`src/rtl/gfx_pixel_writer.sv`:
```
// gfx_pixel_writer
// Render stage after the per-pixel blender: turns one pixel (x, y, colour)
// into one line-aligned memory write request with byte enables, and returns
// a one-cycle ack_o to the blender once the writer has completed.
// Optional feature: define GFX_PIXEL_WRITER_COMBINE_EN to add a one-line
// write-combining buffer in front of the writer.
module gfx_pixel_writer #(
    parameter int point_width = 16,
    parameter int MDW         = 256
) (
    input  logic                   clk_i,
    input  logic                   rst_i,
    input  logic [31:0]            target_base_i,
    input  logic [point_width-1:0] target_size_x_i,
    input  logic [5:0]             bpp_i,
    input  logic [point_width-1:0] pixel_x_i,
    input  logic [point_width-1:0] pixel_y_i,
    input  logic [31:0]            pixel_color_i,
    input  logic                   strip_i,
    input  logic [MDW-1:0]         strip_color_i,
    input  logic                   write_i,
    output logic                   ack_o,
    input  logic                   wbm_busy_i,
    output logic [31:0]            render_addr_o,
    output logic [MDW-1:0]         render_data_o,
    output logic [MDW/8-1:0]       render_sel_o,
    output logic                   render_request_o,
    input  logic                   render_ack_i
);
    localparam int SELW = MDW / 8;
    localparam int LW   = $clog2(MDW);   // bit-offset width inside a line
    localparam int BW   = $clog2(SELW);  // byte-offset width inside a line

    typedef enum logic [2:0] { IDLE, CALC, CALC2, REQ, DONE } state_t;
    state_t state, next_state;

    // log2 of the pixel depth; bit 3 flags an unsupported depth.
    function automatic logic [3:0] bpp_log2(input logic [5:0] bpp);
        case (bpp)
            6'd1:    return 4'd0;
            6'd2:    return 4'd1;
            6'd4:    return 4'd2;
            6'd8:    return 4'd3;
            6'd16:   return 4'd4;
            6'd32:   return 4'd5;
            default: return 4'b1000;
        endcase
    endfunction

    logic [3:0]             bpp_lg_in;
    logic [31:0]            base_q;
    logic [point_width-1:0] x_q, y_q, size_x_q;
    logic [31:0]            color_q;
    logic [2:0]             lg_q;
    logic                   strip_q;
    logic [MDW-1:0]         strip_color_q;
    logic [31:0]            idx_q;

    logic [31:0]     bitpos, pix_addr, pix_mask;
    logic [LW-1:0]   mb;
    logic [3:0]      nbyte_mask;
    logic [MDW-1:0]  pix_data;
    logic [SELW-1:0] pix_sel;

    assign bpp_lg_in = bpp_log2(bpp_i);

`ifdef GFX_PIXEL_WRITER_COMBINE_EN
    logic            buf_valid;
    logic [31:0]     buf_addr;
    logic [MDW-1:0]  buf_data;
    logic [SELW-1:0] buf_sel;
    logic [MDW-1:0]  pix_bits;
    logic [5:0]      idle_cnt;
    logic            flush_q, ret_pixel_q;
    logic            buf_hit, need_flush, idle_flush;

    assign buf_hit    = buf_valid && !strip_q && (pix_addr == buf_addr);
    assign need_flush = buf_valid && !buf_hit;
    assign idle_flush = buf_valid && !write_i && (idle_cnt == 6'd63);
    assign pix_bits   = MDW'(pix_mask) << mb;
`endif

    // State register.
    // NOTE: sequential state uses non-blocking (<=) so every flop samples the
    // pre-edge values; blocking here would create order-dependent races.
    always_ff @(posedge clk_i or negedge rst_i) begin
        if (!rst_i) state <= IDLE;
        else        state <= next_state;
    end

    // Next-state logic.
    // NOTE: next_state gets a default before the case so that no path leaves
    // it unassigned, which would otherwise infer a latch.
    always_comb begin
        next_state = state;
        case (state)
            IDLE: begin
                if (write_i) next_state = bpp_lg_in[3] ? DONE : CALC;
`ifdef GFX_PIXEL_WRITER_COMBINE_EN
                else if (idle_flush) next_state = REQ;
`endif
            end
            CALC:  next_state = CALC2;
`ifdef GFX_PIXEL_WRITER_COMBINE_EN
            CALC2: next_state = (need_flush || strip_q) ? REQ : DONE;
            REQ: begin
                if (render_ack_i) begin
                    if (!flush_q)         next_state = DONE;
                    else if (ret_pixel_q) next_state = CALC2;
                    else                  next_state = IDLE;
                end
            end
`else
            CALC2: next_state = REQ;
            REQ:   if (render_ack_i) next_state = DONE;
`endif
            DONE:    next_state = IDLE;
            default: next_state = IDLE;
        endcase
    end

    // Capture the pixel on acceptance, then form the linear pixel index.
    always_ff @(posedge clk_i or negedge rst_i) begin
        if (!rst_i) begin
            base_q        <= '0;
            x_q           <= '0;
            y_q           <= '0;
            size_x_q      <= '0;
            color_q       <= '0;
            lg_q          <= '0;
            strip_q       <= 1'b0;
            strip_color_q <= '0;
            idx_q         <= '0;
        end else begin
            if (state == IDLE && write_i) begin
                base_q        <= target_base_i;
                x_q           <= pixel_x_i;
                y_q           <= pixel_y_i;
                size_x_q      <= target_size_x_i;
                color_q       <= pixel_color_i;
                lg_q          <= bpp_lg_in[2:0];
                strip_q       <= strip_i;
                strip_color_q <= strip_color_i;
            end
            if (state == CALC) idx_q <= 32'(y_q) * 32'(size_x_q) + 32'(x_q);
        end
    end

    // Line address, bit offset and lane placement of the captured pixel.
    always_comb begin
        bitpos     = idx_q << lg_q;
        mb         = bitpos[LW-1:0];
        pix_addr   = base_q + ((bitpos >> LW) << BW);
        pix_mask   = 32'hFFFF_FFFF >> (6'd32 - (6'd1 << lg_q));
        nbyte_mask = 4'h1;
        if (lg_q == 3'd5)      nbyte_mask = 4'hF;
        else if (lg_q == 3'd4) nbyte_mask = 4'h3;
        pix_data   = MDW'(color_q & pix_mask) << mb;
        pix_sel    = SELW'(nbyte_mask) << mb[LW-1:3];
        if (strip_q) begin
            pix_data = strip_color_q;
            pix_sel  = '1;
        end
    end

    // Handshake outputs and the write payload presented to the writer.
    always_ff @(posedge clk_i or negedge rst_i) begin
        if (!rst_i) begin
            ack_o            <= 1'b0;
            render_request_o <= 1'b0;
            render_addr_o    <= '0;
            render_data_o    <= '0;
            render_sel_o     <= '0;
        end else begin
            ack_o <= (next_state == DONE);
            if (state == REQ)
                render_request_o <= !render_ack_i && (render_request_o || !wbm_busy_i);
            else
                render_request_o <= (next_state == REQ) && !wbm_busy_i;
            if (next_state == REQ && state != REQ) begin
`ifdef GFX_PIXEL_WRITER_COMBINE_EN
                if (state == IDLE || need_flush) begin
                    render_addr_o <= buf_addr;
                    render_data_o <= buf_data;
                    render_sel_o  <= buf_sel;
                end else begin
                    render_addr_o <= pix_addr;
                    render_data_o <= pix_data;
                    render_sel_o  <= pix_sel;
                end
`else
                render_addr_o <= pix_addr;
                render_data_o <= pix_data;
                render_sel_o  <= pix_sel;
`endif
            end
        end
    end

`ifdef GFX_PIXEL_WRITER_COMBINE_EN
    // Combining-buffer control: validity, line tag, flush bookkeeping, idle timer.
    always_ff @(posedge clk_i or negedge rst_i) begin
        if (!rst_i) begin
            buf_valid   <= 1'b0;
            buf_addr    <= '0;
            idle_cnt    <= '0;
            flush_q     <= 1'b0;
            ret_pixel_q <= 1'b0;
        end else begin
            if (next_state == REQ && state != REQ) begin
                flush_q     <= (state == IDLE) || need_flush;
                ret_pixel_q <= (state == CALC2);
            end
            if (state == REQ && render_ack_i && flush_q) buf_valid <= 1'b0;
            if (state == CALC2 && next_state == DONE && !buf_hit) begin
                buf_valid <= 1'b1;
                buf_addr  <= pix_addr;
            end
            if (state == IDLE && buf_valid && !write_i) idle_cnt <= idle_cnt + 6'd1;
            else                                         idle_cnt <= '0;
        end
    end

    // Combining-buffer payload: load on a new line, merge on a hit.
    // NOTE: the payload has no reset; it is only ever read while buf_valid is
    // set, and buf_valid is cleared by reset.
    always_ff @(posedge clk_i) begin
        if (state == CALC2 && next_state == DONE) begin
            if (buf_hit) begin
                buf_data <= (buf_data & ~pix_bits) | pix_data;
                buf_sel  <= buf_sel | pix_sel;
            end else begin
                buf_data <= pix_data;
                buf_sel  <= pix_sel;
            end
        end
    end
`endif

endmodule

```
`config.mk`:
```
export PLATFORM = sky130hd
export DESIGN_NAME = gfx_pixel_writer
export DESIGN_NICKNAME = d
export VERILOG_FILES = /design/src/rtl/gfx_pixel_writer.sv
export SDC_FILE = /design/constraint.sdc
export NUM_CORES = 2
export LEC_CHECK = 0
export ABC_AREA = 1
export ABC_CLOCK_PERIOD_IN_PS = 7100
export BUFFER_PORTS_ARGS = -buffer_cell sky130_fd_sc_hd__buf_2
export CAP_MARGIN = 20
export CORE_ASPECT_RATIO = 1.25
export CORE_MARGIN = 1
export CORE_UTILIZATION = 58
export CTS_CLUSTER_DIAMETER = 40
export DETAILED_ROUTE_END_ITERATION = 8
export GPL_TIMING_DRIVEN = 1
export PLACE_DENSITY = 0.81
export SKIP_CTS_REPAIR_TIMING = 1
export SLEW_MARGIN = 0
export SYNTH_ARGS = -nofsm -noshare
export SYNTH_HDL_FRONTEND = slang
export SYNTH_SLANG_ARGS = --single-unit
```
`constraint.sdc`:
```
create_clock -name clk_i -period 7.1 [get_ports clk_i]
set_input_delay 0 -clock clk_i [delete_from_list [all_inputs] [get_ports clk_i]]
set_output_delay 0 -clock clk_i [all_outputs]
set_load 0.02 [all_outputs]
```
==> summary.md <==
| Metric | Value |
|---|---|
| Clock Skew | 0.0413 ns |
| RSZ-0062 raised after global routing | false |
| Core region area | 78600 um^2 |
| Post-Synthesis Net Count | 6534 |
| Clock tree buffer depth | 3 |
| Hold Violations, Final | 12 |
| Htree depth | 3 |
| # DRC | 3 |
| GR Overflow Total | 0 |
| Slowest cell on the critical path | dfrtp_1 |
| Cell area after synthesis | 45900 um^2 |
| Die width | 254 um |
| Crit path max fanout | 17 |
| GR Util All Layers | 0.428 |
| Root Driver | clkbuf_16 |
| Largest stage delay on the critical path | 0.81 ns |
| Area Overhead vs Synth | 24.1% |
| Hold_ws | -0.0445 ns |
| Fmax | 159 MHz |
| Status | finished, violations left |
| Avg Inst Size Synth | 7.91 um^2 |
| CTS sink cnt | 729 |
| Routability Congestion | 1.03 |
| Vias in the first global route | 42100 |
| Number of synthesized flops with an enable pin | 0 |
| Effective utilization at floorplan | 0.585 |
| Post-synth top area cell | dfrtp_1 |
| Final antenna-violating net count | 0 |
| Max Slew Vio Count | 0 |
| CTS buffer count | 95 |
| Dpl cell area | 49700 um^2 |
| Routed WL per cell | 24.3 um |
| Synth unique cells | 59 |
| Max Cap Viol | 0 |
| Yosys warns | 0 |
| CTS tree | done |
| Worst min-delay path class | input port to async pin |
| # port buffers | 701 |
| CTS clk-pin slew, worst paths | 0.06 ns |
| I/O pin cnt | 702 |
| Chip Height | 317 um |
| Synth Instances | 5809 |
| Vias | 47400 |
| Final setup TNS | 0 ns |
| Setup violations, final | 0 |
| Antenna violations before repair | 19 |
| Post-Layout Inst Area | 57000 um^2 |
| Clock Latency Late Sink | 0.70 ns |
| CP arrival | 6.86 ns |
| Seq cells post-synth | 729 |
| Crit. End Element | flop |
| WP data required | 7.65 ns |
| Delay-heaviest family, CP | adder cells |
| First-pass GRT wire length | 257000 um |
| Setup CP Type | flop to flop |
| Router iterations before antenna repair | 9 |
| Critical Path Source Type | flop |
| Worst relative slew slack | 0.186 |
| Buf+Inv Stages, Crit Path | 6 |
| Violations in the final reports | DRC, hold timing |
| Placement Rows | 115 |
| Post-synth top flop | dfrtp_1 |
| Count of routing violations after the opening detailed-route iteration | 6776 |
| Dpl hpwl | 125000 um |
| Largest net degree at the start of global routing | 216 |
| Final Critical Period | 6.31 ns |
| Final worst-path cycle share | 0.889 |
| Via density | 6.08 |
| Die footprint | 80300 um^2 |
| Slew @ Worst Pin | 1.22 ns |
| Post-synthesis sequential area ratio | 0.397 |
| Post-layout nets | 7381 |
| Yosys top cell area share | 0.397 |
| Main area contributors after synthesis | dfrtp_1, nand2_1, fa_1, nand3_1, inv_1 |
| # fillers | 5732 |
| Final wirelength | 189000 um |
| Post-Layout Cell Count | 7805 |
| Dpl cells | 7226 |
| Share of layout cells above drive strength 1 | 0.170 |
| FFs w/ async S/R, synth | 1.00 |
## path summary, 6_finish.rpt
check                                               start                             end  cells past startpoint  slack [ns]
max                                    y_q[7]$_DFFE_PN0P_           idx_q[31]$_DFFE_PN0P_                     25        0.79
min                                                 rst_i  strip_color_q[157]$_DFFE_PN0P_                      2       -0.04
max reg2reg                            y_q[7]$_DFFE_PN0P_           idx_q[31]$_DFFE_PN0P_                     25        0.79
min reg2reg                render_data_o[142]$_DFFE_PN0P_  render_data_o[142]$_DFFE_PN0P_                      2        0.47
max in group asynchronous                           rst_i  strip_color_q[219]$_DFFE_PN0P_                      4        5.11
min in group clk_i                                write_i    strip_color_q[0]$_DFFE_PN0P_                      4        0.01
## cells in the final DEF (no fill, tap or decap), drive strengths merged, types with 67 or more instances in the layout
cell type,n
nand2,1971
buf,753
dfrtp,729
inv,564
nand3,525
dlygate4sd3,386
a21oi,348
o21ai,272
fa,211
nand4,135
ha,134
a2bb2oi,130
nor2,123
clkbuf,114
or2,105
a21boi,67
## kinds of logic (layout without fill, tap and decap cells)
group	Yosys count	in the layout	synth area share
simple gates	2886	2886	0.273
xor+xnor	36	36	0.00687
fa+ha+maj	345	345	0.128
buf+inv	940	1862	0.0806
mux	1	1	0.000218
flops	729	729	0.397
compound gates	872	872	0.114
other cells	0	21	0
## cell usage after synthesis, drive strengths merged (5+ instances only)
| cell | count |
|---|---|
| a21boi | 67 |
| a21o | 6 |
| a21oi | 348 |
| a22oi | 5 |
| a2bb2oi | 130 |
| a31oi | 10 |
| buf | 103 |
| clkbuf | 286 |
| dfrtp | 729 |
| fa | 211 |
| ha | 134 |
| inv | 549 |
| nand2 | 1971 |
| nand3 | 525 |
| nand3b | 6 |
| nand4 | 135 |
| nor2 | 123 |
| nor3 | 17 |
| o211ai | 6 |
| o21ai | 272 |
| o21bai | 6 |
| o31ai | 5 |
| or2 | 105 |
| xnor2 | 19 |
| xor2 | 17 |
## state kept, by name, indices dropped and copies added, names as in the netlist, 32 cells and up
register and flops:
render_data_o 256, render_sel_o 32, strip_color_q 256, color_q 32, render_addr_o 32, idx_q 32, base_q 32
## through the flow
stage / utilization / worst slack, ns
after global routing: 0.725 / 0.316
after detailed placement: 0.633 / 0.812
final: 0.726 / 0.791
after CTS: 0.676 / 0.804
after global placement: 0.633 / 0.910
after floorplan: - / 1.37
## layer usage
layer / GRT usage / vias to the layer above / part of all wire / wire length (um)
li1: - / 20400 / - / -
met1: 0.520 / 22500 / 0.34 / 65200
met2: 0.669 / 3443 / 0.45 / 85500
met3: 0.0864 / 1064 / 0.11 / 20700
met4: 0.332 / 6 / 0.095 / 17900
met5: 0 / - / 0.00022 / 41
## area by class of cell
cell class / instances / area (um^2) / area share
Tap cell: 1053 / 1320 / 0.0231
Clock buffer: 114 / 2520 / 0.0442
Sequential cell: 729 / 18200 / 0.320
Clock inverter: 58 / 863 / 0.0151
Multi-Input combinational cell: 4140 / 24000 / 0.422
Inverter: 551 / 2100 / 0.0368
Timing Repair Buffer: 1139 / 7870 / 0.138
Antenna cell: 21 / 52.6 / 0.000922
## worst register-to-register path, cell delays in order (launching register included)
cell and delay (ns):
dfrtp_1 0.81, nand2_1 0.18, fa_1 0.57, inv_1 0.05, fa_1 0.49, inv_1 0.05, fa_1 0.53, inv_1 0.05
fa_1 0.46, fa_1 0.49, inv_1 0.05, fa_1 0.49, inv_1 0.05, ha_1 0.37, nand2_1 0.12, inv_1 0.09
nand3_1 0.13, nor3_1 0.20, nand2_1 0.07, o211ai_1 0.28, nand3_1 0.11, nand2_1 0.11, nand2_1 0.07, and3_1 0.13
o21ai_0 0.14, nand2_1 0.06
Power is left out: the tool's default activity adds up to more than one toggle a clock period on the data nets, which glitch-free logic cannot reach.
